File: config.mk
export PLATFORM = sky130hd
export DESIGN_NAME = dlsc_axi_cmd_router_flat
export DESIGN_NICKNAME = d
export VERILOG_FILES = /design/src/rtl/dlsc_axi_cmd_router_pkg.sv /design/src/rtl/dlsc_axi_cmd_router_if.sv /design/src/rtl/dlsc_axi_cmd_router_decoder.sv /design/src/rtl/dlsc_axi_cmd_router.sv /design/src/flat_wrapper.sv
export SDC_FILE = /design/constraint.sdc
export NUM_CORES = 1
export LEC_CHECK = 0
export BUFFER_PORTS_ARGS = -buffer_cell sky130_fd_sc_hd__buf_2
export CAP_MARGIN = 20
export CORE_MARGIN = 4
export CORE_UTILIZATION = 50
export CTS_CLUSTER_DIAMETER = 100
export CTS_CLUSTER_SIZE = 40
export DETAILED_ROUTE_END_ITERATION = 8
export MAX_ROUTING_LAYER = met4
export PLACE_DENSITY = 0.83
export SETUP_SLACK_MARGIN = 0.05
export SYNTH_ARGS = -nofsm -noshare
export SYNTH_HDL_FRONTEND = slang
export SYNTH_SLANG_ARGS = --single-unit
export TNS_END_PERCENT = 20
File: constraint.sdc
create_clock -name clk -period 5.15 [get_ports clk]
set_clock_uncertainty 0.15 [all_clocks]
set_input_delay 0 -clock clk [delete_from_list [all_inputs] [get_ports clk]]
set_output_delay 0 -clock clk [all_outputs]
set_load 0.01 [all_outputs]
File: src/rtl/dlsc_axi_cmd_router_pkg.sv
// -----------------------------------------------------------------------------
// dlsc_axi_cmd_router_pkg
// Shared interconnect helpers used by the command router and its decoder.
//   clog2          : ceiling log2 for sizing counters from parameters
//   resp_err_index : position of the decode-error bit in a one-hot destination
//                    vector (the error port sits just above the slave ports)
// -----------------------------------------------------------------------------
package dlsc_axi_cmd_router_pkg;

   function automatic int clog2(input int value);
      int r;
      int v;
      r = 0;
      v = value - 1;
      while (v > 0) begin
         r++;
         v = v >> 1;
      end
      return r;
   endfunction

   function automatic int resp_err_index(input int outputs);
      return outputs;
   endfunction

endpackage

File: src/rtl/dlsc_axi_cmd_router_if.sv
// -----------------------------------------------------------------------------
// dlsc_axi_cmd_router_if
// Bundles the router's command input, slave-port outputs, decode-error port and
// response-mux handshake.
//   slave  : router view (accepts commands, drives ports and resp_sel/busy)
//   master : environment view (upstream source, slaves, response mux)
// -----------------------------------------------------------------------------
interface dlsc_axi_cmd_router_if #(
   parameter int ADDR    = 32,
   parameter int LEN     = 4,
   parameter int OUTPUTS = 2
);
   logic                in_ready;
   logic                in_valid;
   logic [ADDR-1:0]     in_addr;
   logic [LEN-1:0]      in_len;

   logic [OUTPUTS-1:0]  out_ready;
   logic [OUTPUTS-1:0]  out_valid;
   logic [ADDR-1:0]     out_addr;
   logic [LEN-1:0]      out_len;

   logic                err_ready;
   logic                err_valid;
   logic [LEN-1:0]      err_len;

   logic                resp_done;
   logic [OUTPUTS:0]    resp_sel;
   logic                resp_busy;

   modport slave (
      output in_ready,
      input  in_valid, in_addr, in_len,
      input  out_ready,
      output out_valid, out_addr, out_len,
      input  err_ready,
      output err_valid, err_len,
      input  resp_done,
      output resp_sel, resp_busy
   );

   modport master (
      input  in_ready,
      output in_valid, in_addr, in_len,
      output out_ready,
      input  out_valid, out_addr, out_len,
      output err_ready,
      input  err_valid, err_len,
      output resp_done,
      input  resp_sel, resp_busy
   );

endinterface

File: src/rtl/dlsc_axi_cmd_router_decoder.sv
// -----------------------------------------------------------------------------
// dlsc_address_decoder
// Combinational address decoder producing a one-hot match over RANGES windows
// plus an error bit.
//   addr_i  : address to decode
//   match_o : one-hot; bit i = window i, bit RANGES = no window matched
// Overlapping windows resolve to the lowest index.
// -----------------------------------------------------------------------------
module dlsc_address_decoder
   import dlsc_axi_cmd_router_pkg::*;
#(
   parameter int                      ADDR   = 32,
   parameter int                      RANGES = 2,
   parameter logic [RANGES*ADDR-1:0]  MASKS  = '0,
   parameter logic [RANGES*ADDR-1:0]  BASES  = '0
) (
   input  logic [ADDR-1:0]  addr_i,
   output logic [RANGES:0]  match_o
);

   localparam int ERR = resp_err_index(RANGES);

   logic hit;

   always_comb begin
      match_o = '0;
      hit     = 1'b0;
      for (int i = 0; i < RANGES; i++) begin
         // MASKS bits are don't-care, so compare only the remaining bits
         if (!hit && ((addr_i & ~MASKS[i*ADDR +: ADDR]) ==
                      (BASES[i*ADDR +: ADDR] & ~MASKS[i*ADDR +: ADDR]))) begin
            match_o[i] = 1'b1;
            hit        = 1'b1;
         end
      end
      match_o[ERR] = !hit;
   end

endmodule

File: src/rtl/dlsc_axi_cmd_router.sv
// -----------------------------------------------------------------------------
// dlsc_axi_cmd_router
// Single-slot command router. A command is registered together with its decoded
// one-hot destination, then forwarded to exactly one slave port or to the
// decode-error port. Ordering is kept without IDs: every outstanding command
// targets the same destination, published on resp_sel for the response mux.
//   clk, rst  : clock, asynchronous active-high reset
//   cmd_if    : command in, per-port out, error port, response tracking
// -----------------------------------------------------------------------------
module dlsc_axi_cmd_router
   import dlsc_axi_cmd_router_pkg::*;
#(
   parameter int                       ADDR    = 32,
   parameter int                       LEN     = 4,
   parameter int                       OUTPUTS = 2,
   parameter logic [OUTPUTS*ADDR-1:0]  MASKS   = '0,
   parameter logic [OUTPUTS*ADDR-1:0]  BASES   = '0,
   parameter int                       MOT     = 16
) (
   input  logic                   clk,
   input  logic                   rst,
   dlsc_axi_cmd_router_if.slave   cmd_if
);

   localparam int             CW    = clog2(MOT) + 1;
   localparam int             ERR   = resp_err_index(OUTPUTS);
   localparam logic [CW-1:0]  MOT_C = CW'(MOT);

   logic               slot_valid_q, slot_valid_d;
   logic [ADDR-1:0]    slot_addr_q,  slot_addr_d;
   logic [LEN-1:0]     slot_len_q,   slot_len_d;
   logic [OUTPUTS:0]   slot_match_q, slot_match_d;
   logic [CW-1:0]      count_q,      count_d;
   logic [OUTPUTS:0]   resp_sel_q,   resp_sel_d;

   logic [OUTPUTS:0]   dec_match;
   logic               can_issue;
   logic               issue;
   logic               accept;
   logic               done_ok;

   dlsc_address_decoder #(
      .ADDR   (ADDR),
      .RANGES (OUTPUTS),
      .MASKS  (MASKS),
      .BASES  (BASES)
   ) u_decoder (
      .addr_i  (cmd_if.in_addr),
      .match_o (dec_match)
   );

   // Gating uses only registered state so valids never depend on ready and a
   // blocked slot cannot unblock from a same-cycle resp_done.
   assign can_issue = slot_valid_q && (count_q < MOT_C) &&
                      ((count_q == '0) || (slot_match_q == resp_sel_q));

   assign cmd_if.out_valid = slot_match_q[OUTPUTS-1:0] & {OUTPUTS{can_issue}};
   assign cmd_if.err_valid = can_issue & slot_match_q[ERR];
   assign cmd_if.out_addr  = slot_addr_q;
   assign cmd_if.out_len   = slot_len_q;
   assign cmd_if.err_len   = slot_len_q;

   assign issue = (|(cmd_if.out_valid & cmd_if.out_ready)) |
                  (cmd_if.err_valid & cmd_if.err_ready);

   // Refill in the same cycle the slot drains to sustain one command per cycle.
   assign cmd_if.in_ready = !slot_valid_q || issue;
   assign accept          = cmd_if.in_valid && cmd_if.in_ready;

   // A resp_done with nothing outstanding is dropped.
   assign done_ok = cmd_if.resp_done && (count_q != '0);

   assign cmd_if.resp_sel  = resp_sel_q;
   assign cmd_if.resp_busy = (count_q != '0);

   always_comb begin
      slot_valid_d = slot_valid_q;
      slot_addr_d  = slot_addr_q;
      slot_len_d   = slot_len_q;
      slot_match_d = slot_match_q;
      if (accept) begin
         slot_valid_d = 1'b1;
         slot_addr_d  = cmd_if.in_addr;
         slot_len_d   = cmd_if.in_len;
         slot_match_d = dec_match;
      end else if (issue) begin
         slot_valid_d = 1'b0;
      end
   end

   always_comb begin
      case ({issue, done_ok})
         2'b10:   count_d = count_q + CW'(1);
         2'b01:   count_d = count_q - CW'(1);
         default: count_d = count_q;
      endcase
   end

   always_comb begin
      resp_sel_d = resp_sel_q;
      if (issue) begin
         resp_sel_d = slot_match_q;
      end else if (count_d == '0) begin
         resp_sel_d = '0;
      end
   end

   always_ff @(posedge clk or posedge rst) begin
      if (rst) begin
         slot_valid_q <= 1'b0;
         slot_addr_q  <= '0;
         slot_len_q   <= '0;
         slot_match_q <= '0;
         count_q      <= '0;
         resp_sel_q   <= '0;
      end else begin
         slot_valid_q <= slot_valid_d;
         slot_addr_q  <= slot_addr_d;
         slot_len_q   <= slot_len_d;
         slot_match_q <= slot_match_d;
         count_q      <= count_d;
         resp_sel_q   <= resp_sel_d;
      end
   end

endmodule

File: src/flat_wrapper.sv
// flat-port wrapper written by rule: the top's interface ports become plain ports
module dlsc_axi_cmd_router_flat import dlsc_axi_cmd_router_pkg::*;
#(
   parameter int                       ADDR    = 32,
   parameter int                       LEN     = 4,
   parameter int                       OUTPUTS = 2,
   parameter logic [OUTPUTS*ADDR-1:0]  MASKS   = '0,
   parameter logic [OUTPUTS*ADDR-1:0]  BASES   = '0,
   parameter int                       MOT     = 16
)
  (clk, rst, cmd_if_in_ready, cmd_if_in_valid, cmd_if_in_addr, cmd_if_in_len, cmd_if_out_ready, cmd_if_out_valid, cmd_if_out_addr, cmd_if_out_len, cmd_if_err_ready, cmd_if_err_valid, cmd_if_err_len, cmd_if_resp_done, cmd_if_resp_sel, cmd_if_resp_busy);
  dlsc_axi_cmd_router_if #(.ADDR(ADDR), .LEN(LEN), .OUTPUTS(OUTPUTS)) cmd_if_i ();
  input  logic clk;
  input  logic rst;
  output wire logic [$bits(cmd_if_i.in_ready)-1:0] cmd_if_in_ready;
  input wire logic [$bits(cmd_if_i.in_valid)-1:0] cmd_if_in_valid;
  input wire logic [$bits(cmd_if_i.in_addr)-1:0] cmd_if_in_addr;
  input wire logic [$bits(cmd_if_i.in_len)-1:0] cmd_if_in_len;
  input wire logic [$bits(cmd_if_i.out_ready)-1:0] cmd_if_out_ready;
  output wire logic [$bits(cmd_if_i.out_valid)-1:0] cmd_if_out_valid;
  output wire logic [$bits(cmd_if_i.out_addr)-1:0] cmd_if_out_addr;
  output wire logic [$bits(cmd_if_i.out_len)-1:0] cmd_if_out_len;
  input wire logic [$bits(cmd_if_i.err_ready)-1:0] cmd_if_err_ready;
  output wire logic [$bits(cmd_if_i.err_valid)-1:0] cmd_if_err_valid;
  output wire logic [$bits(cmd_if_i.err_len)-1:0] cmd_if_err_len;
  input wire logic [$bits(cmd_if_i.resp_done)-1:0] cmd_if_resp_done;
  output wire logic [$bits(cmd_if_i.resp_sel)-1:0] cmd_if_resp_sel;
  output wire logic [$bits(cmd_if_i.resp_busy)-1:0] cmd_if_resp_busy;
  assign cmd_if_in_ready = cmd_if_i.in_ready;
  assign cmd_if_i.in_valid = cmd_if_in_valid;
  assign cmd_if_i.in_addr = cmd_if_in_addr;
  assign cmd_if_i.in_len = cmd_if_in_len;
  assign cmd_if_i.out_ready = cmd_if_out_ready;
  assign cmd_if_out_valid = cmd_if_i.out_valid;
  assign cmd_if_out_addr = cmd_if_i.out_addr;
  assign cmd_if_out_len = cmd_if_i.out_len;
  assign cmd_if_i.err_ready = cmd_if_err_ready;
  assign cmd_if_err_valid = cmd_if_i.err_valid;
  assign cmd_if_err_len = cmd_if_i.err_len;
  assign cmd_if_i.resp_done = cmd_if_resp_done;
  assign cmd_if_resp_sel = cmd_if_i.resp_sel;
  assign cmd_if_resp_busy = cmd_if_i.resp_busy;
  dlsc_axi_cmd_router #(.ADDR(ADDR), .LEN(LEN), .OUTPUTS(OUTPUTS), .MASKS(MASKS), .BASES(BASES), .MOT(MOT)) u_core (.clk(clk), .rst(rst), .cmd_if(cmd_if_i));
endmodule
# After elaboration in Yosys (flattened, before gate mapping)
# Index checks and enable logic that the tools add are counted.
# word_totals
register_bits,48
latchBits,0
ram_bits,0
mem_bits_ro,0
input_bits,43
output_inout_bits,48
word_cells,42
memories,0
# classes
add_sub_neg,2
mul,0
n_div,0
order_cmp,1
n_eq_ne,3
n_shift,0
muxes,8
n_bitwise,5
n_reduce_logical,17
# ops
cell,n
32-bit zero test,1
5-bit zero test,2
5-bit one-hot mux with 2 select lines,1
3-bit two-way mux,2
5-bit by 1-bit adder with 5-bit output (second input constant),1
1-bit logical AND,5
5-bit < comparator (second input constant),1
1-bit two-way mux,5
5-bit nonzero test,1
5-bit by 1-bit subtractor with 5-bit output (second input constant),1
2-bit AND,2
2-bit nonzero test,2
3-bit == test,1
1-bit zero test,3
1-bit AND,2
2-bit by 1-bit == test with 1-bit output (second input constant),1
2-bit == test (second input constant),1
1-bit logical OR,2
2-bit OR reduction,1
1-bit OR,1

# Logic depth before layout (Yosys ltp)
# depth
word_depth,12
ltp_mapped,13
depth_no_buf,11

# Modules after synthesis
# A second synthesis with hierarchy kept.
# hier_totals
cells_unflattened,174
area_unflattened_um2,2324.7
# modules_own_cells
module,n_inst,cells_per_inst,area_each_um2,seq_area_each_um2
dlsc_axi_cmd_router,1,159,2227.1,1201.2
dlsc_address_decoder,1,15,97.6,0.0

# Least setup slack after synthesis
# No wires, ideal clock.
# synth_path
kind,register to register
start,reg u_core.count_q[4]
end,"reg u_core.resp_sel_q[0], in the netlist u_core.cmd_if.resp_sel[0]"
setup_time_ps,135
t_arrival_ps,2730
required_ps,4865
setup_slack_ps,2135
stages_incl_launch_ff,13
n_path_buf,2
period_less_slack_ps,3015
cell_sequence,dfrtp_1 -> buf_4 -> nor3_4 -> a22oi_4 -> or4b_1 -> clkbuf_2 -> ha_1 -> ha_1 -> nand2b_1 -> a21oi_1 -> o21ai_0 -> a211oi_1 -> o22ai_1
# synth_between
elab_chain_cells,11
word_cells_on_any_way,21
cone_classes,add/sub (2); order compare (1); eq/ne (2); mux (2); bitwise (5); reduce/logical (9)
# synth_lines
element,line,text
from (decl),dlsc_axi_cmd_router.sv:33,"logic [CW-1:0] count_q, count_d;"
from (signal assigned),dlsc_axi_cmd_router.sv:121,count_q <= count_d;
5-bit < comparator or 5-bit zero test (tied branches),"dlsc_axi_cmd_router.sv:54, dlsc_axi_cmd_router.sv:55",
1-bit logical AND or 1-bit logical OR (tied branches),"dlsc_axi_cmd_router.sv:54, dlsc_axi_cmd_router.sv:55",
1-bit logical AND,dlsc_axi_cmd_router.sv:54,assign can_issue = slot_valid_q && (count_q < MOT_C) &&
2-bit AND,dlsc_axi_cmd_router.sv:57,assign cmd_if.out_valid = slot_match_q[OUTPUTS-1:0] & {OUTPUTS{can_issue}};
2-bit AND,dlsc_axi_cmd_router.sv:63,assign issue = (|(cmd_if.out_valid & cmd_if.out_ready)) |
2-bit OR reduction,dlsc_axi_cmd_router.sv:63,
1-bit OR,dlsc_axi_cmd_router.sv:63,
2-bit by 1-bit == test with 1-bit output or 2-bit == test (tied branches),dlsc_axi_cmd_router.sv:92,"case ({issue, done_ok})"
5-bit one-hot mux with 2 select lines,dlsc_axi_cmd_router.sv:92,
5-bit zero test,dlsc_axi_cmd_router.sv:103,end else if (count_d == '0) begin
2-bit nonzero test (no source line),-,
to (signal assigned),dlsc_axi_cmd_router.sv:122,resp_sel_q <= resp_sel_d;
to (decl),dlsc_axi_cmd_router.sv:34,"logic [OUTPUTS:0] resp_sel_q, resp_sel_d;"
# Parallel ways exist; a longest one is shown, timed or not.
# A chain may end at the register's enable or synchronous reset.

# Worst setup path in the final report
# layout_path
start,reg u_core.count_q[4]
end,"reg u_core.resp_sel_q[2], in the netlist u_core.cmd_if.resp_sel[2]"
# Same word-level chain as after synthesis.

==> key figures <==
Placement
  – Placed insts: 296
  – Post-DP Area: 0.00258 mm2
  – Placer Congestion: 0.858
  – Post-DP HPWL: 3560 um
  – I/O Buffers: 87

Timing
  – Final hold violations: 0
  – Final setup violation count: 0
  – Highest Clock Rate: 295 MHz
  – Worst-margin pin slew: 0.579 ns
  – Post-route setup TNS: 0 ns
  – Hold Slack: 0.0794 ns
  – Final critical-path required period: 3.39 ns
  – Max-slew violations: 0
  – Slew headroom: 61.4%
  – Final worst-path cycle share: 65.8%
  – RSZ-0062 raised after global routing: false

GRT
  – Total grt overflow: 0
  – Initial antenna violation count: 0
  – First-pass GRT wire length: 8960 um
  – Vias in the first global route: 1909
  – Largest net degree at the start of global routing: 47
  – Global-route usage over all layers: 22.2%

Clock tree
  – Clock Tree Root: clkbuf_8
  – CTS buffer count: 5
  – Total clock sinks: 46
  – CTS tree: built
  – Post-cts resize count: 0
  – Clk Latency, worst-skew pair: 0.29 ns
  – Clock tree buffer depth: 2
  – CTS clk-pin slew, worst paths: 0.08 ns
  – Post-CTS Setup Inserts: 0
  – H-Tree Depth: 2
  – Hold_buf cts: 38

Route
  – Routed wire length per instance: 15.7 um
  – DRC Markers: 0
  – Router iterations before antenna repair: 4
  – Final Routed Wirelength: 5390 um
  – Routed vias/inst: 5.18
  – Initial DRC Count: 127
  – Post-route ant nets: 0
  – Via count: 1782

Finish
  – Nets: 341
  – Commonest non-fill, non-tap cell in the layout: buf_2
  – Post-route cell area: 0.00310 mm2
  – Finished Layout Cells: 344
  – Commonest cells after routing, fill and taps aside: buf_2 (87), dfrtp_1 (46), dlygate4sd3_1 (39)
  – Fill cell count: 270
  – Area growth, synth to finish: 42.9%
  – Share of cells above drive strength 1: 44.2%
  – Number of inserted diodes: 0
  – Util after Layout: 75.8%

Setup path
  – Top cell by count, worst path: ha_1
  – Critical path class: register to register
  – Setup crit start kind: register
  – R2R depth: 10
  – Critical path required time: 5.17 ns
  – Worst path buffer plus inverter count: 0
  – Worst R2R Start: u_core.count_q[4]
  – Reg-to-reg slack, setup: 1.76 ns
  – Family with the most delay on the worst path: compound AO/OA/AOI/OAI gates
  – Element type at the critical path end: register
  – Slowest cell on crit path: or4b_1
  – Crit-path max FO: 8
  – WP data arrival: 3.41 ns
  – Critical Path Max Stage Delay: 0.61 ns
  – R2r endpoint: u_core.cmd_if.resp_sel[2]
  – CP Cell Sequence: nor3_4 -> a22oi_4 -> or4b_1 -> ha_1 -> ha_1 -> nand2b_1 -> a21oi_1 -> o21ai_0 -> a211oi_1 -> o22ai_1

Floorplan
  – Placeable core region: 0.00409 mm2
  – Die H: 73.9 um
  – Die ar.: 0.00545 mm2
  – # rows: 23
  – I/O pin cnt: 91
  – Die W: 73.9 um
  – Initial Util: 53.1%

Synthesis
  – Top post-synthesis cells by area: dfrtp_1 (53%), mux2_2 (16%), mux2_1 (3.6%)
  – Avg Cell Area, Syn: 12.8 um2
  – Register area share after synthesis: 53.1%
  – Yosys warnings: 0
  – Mapped cell area: 0.00217 mm2
  – Post-synth top area share: 53.1%
  – Yosys reg bits: 46
  – Mapped Cells: 170
  – Yosys top cell by area: dfrtp_1
  – Unique masters post-synth: 35

Worst hold path
  – Hold path start: cmd_if_err_ready
  – Hold WC Path Type: input port to register
  – Worst hold endpoint: u_core.slot_valid_q
  – Hold depth: 4

Pwr
  – Leakage: 1.47 nW
  – Part of the power in registers: 36.0%
  – Int Pwr: 1.16 mW
  – Net Sw Frac: 37.7%
  – Worst VDD drop: 0.373 mV
  – Pwr dens: 603 mW/mm2
  – P_sw: 0.705 mW
  – Comb power frac: 49.9%
  – Clock share of power: 14.1%

Job
  – Max-cap violations: 0

Status
  – Status: complete, no violations
==> layer usage <==
metal	up-vias	part of all wire (%)	GRT usage (%)
li1	839	-	-
met4	0	3.1	7.85
met1	844	41	27.7
met3	17	6.8	4.92
met2	82	49	35.5
met5	-	0	-
==> stage by stage <==
step	worst slack, ns	power (mW)
final	1.76	1.87
after global routing	1.55	2.02
after CTS	1.80	1.87
after detailed placement	1.81	1.58
after global placement	1.87	1.54
after floorplan	2.14	1.33
==> area by class of cell <==
cell class | count | area [um2] | share of cell area (%)
clock buffers | 6 | 72.6 | 2.34
clock inverters | 2 | 37.5 | 1.21
inverters | 8 | 30.0 | 0.969
multi-input cells | 104 | 892 | 28.8
flip-flops and latches | 46 | 1150 | 37.1
well taps | 50 | 62.6 | 2.02
repair buffers | 128 | 853 | 27.5
==> registers in the layout (all words and copies together) (netlist names) <==
register                flops
u_core.slot_valid_q         1
u_core.slot_match_q         2
u_core.cmd_if.resp_sel      2
u_core.cmd_if.out_addr     32
u_core.count_q              5
u_core.cmd_if.err_len       4
==> cells in the mapped netlist <==
| master | n |
|---|---|
| o32ai_4 | 1 |
| xor2_1 | 1 |
| o21bai_1 | 1 |
| nand3_1 | 4 |
| clkbuf_2 | 1 |
| buf_4 | 9 |
| xnor2_1 | 6 |
| nor3_4 | 1 |
| a21o_1 | 1 |
| nand2_1 | 5 |
| a22oi_1 | 1 |
| a21oi_1 | 3 |
| o31ai_1 | 1 |
| o21ai_0 | 3 |
| or4b_1 | 1 |
| mux2_1 | 7 |
| nand2b_1 | 2 |
| buf_6 | 2 |
| a211oi_1 | 1 |
| nor4_1 | 8 |
| inv_1 | 8 |
| nor2b_1 | 1 |
| nor3_1 | 2 |
| o21a_1 | 1 |
| clkbuf_1 | 1 |
| and2_1 | 1 |
| a22oi_4 | 1 |
| o22ai_1 | 2 |
| dfrtp_1 | 46 |
| fa_1 | 1 |
| nor2_1 | 10 |
| nand4_1 | 2 |
| conb_1 | 1 |
| mux2_2 | 30 |
| ha_1 | 4 |
==> worst max path at each step <==
stage                                 start                   endpoint  slack (ns)  cells after the start
after floorplan           u_core.count_q[4]  u_core.cmd_if.resp_sel[0]        2.14                     12
after global placement    u_core.count_q[4]  u_core.cmd_if.resp_sel[0]        1.87                     10
after detailed placement  u_core.count_q[4]  u_core.cmd_if.resp_sel[2]        1.81                     10
after CTS                 u_core.count_q[4]  u_core.cmd_if.resp_sel[2]        1.80                     10
after global routing      u_core.count_q[2]  u_core.cmd_if.resp_sel[0]        1.55                     10
final                     u_core.count_q[4]  u_core.cmd_if.resp_sel[2]        1.76                     10
==> power groups by stage <==
stage                     Clock, mW  Combinational [mW]  Sequential (mW)
after floorplan                   0               0.596            0.730
after global placement            0               0.875            0.668
after detailed placement          0               0.907            0.677
after CTS                     0.269               0.931            0.671
after global routing          0.289                1.03            0.698
final                         0.264               0.932            0.672
==> cell families after synthesis <==
logic type	after synthesis	share of synthesized area (%)
AO/OA/AOI/OAI	16	6.29
multiplexers	37	19.2
buffers and inverters	21	5.94
flip-flops	46	53.1
AND/OR/NAND/NOR	37	9.23
XOR/XNOR	7	2.83
adder cells (fa/ha/maj)	5	3.23
other	1	0.173
==> tightest hold or removal path: cells and delay by family <==
kind | cells | cell delay (ns)
AO/OA/AOI/OAI | 2 | 0.32
buffers and inverters | 1 | 0.10
AND/OR/NAND/NOR | 1 | 0.07
Power figures use the tool's default switching activity.
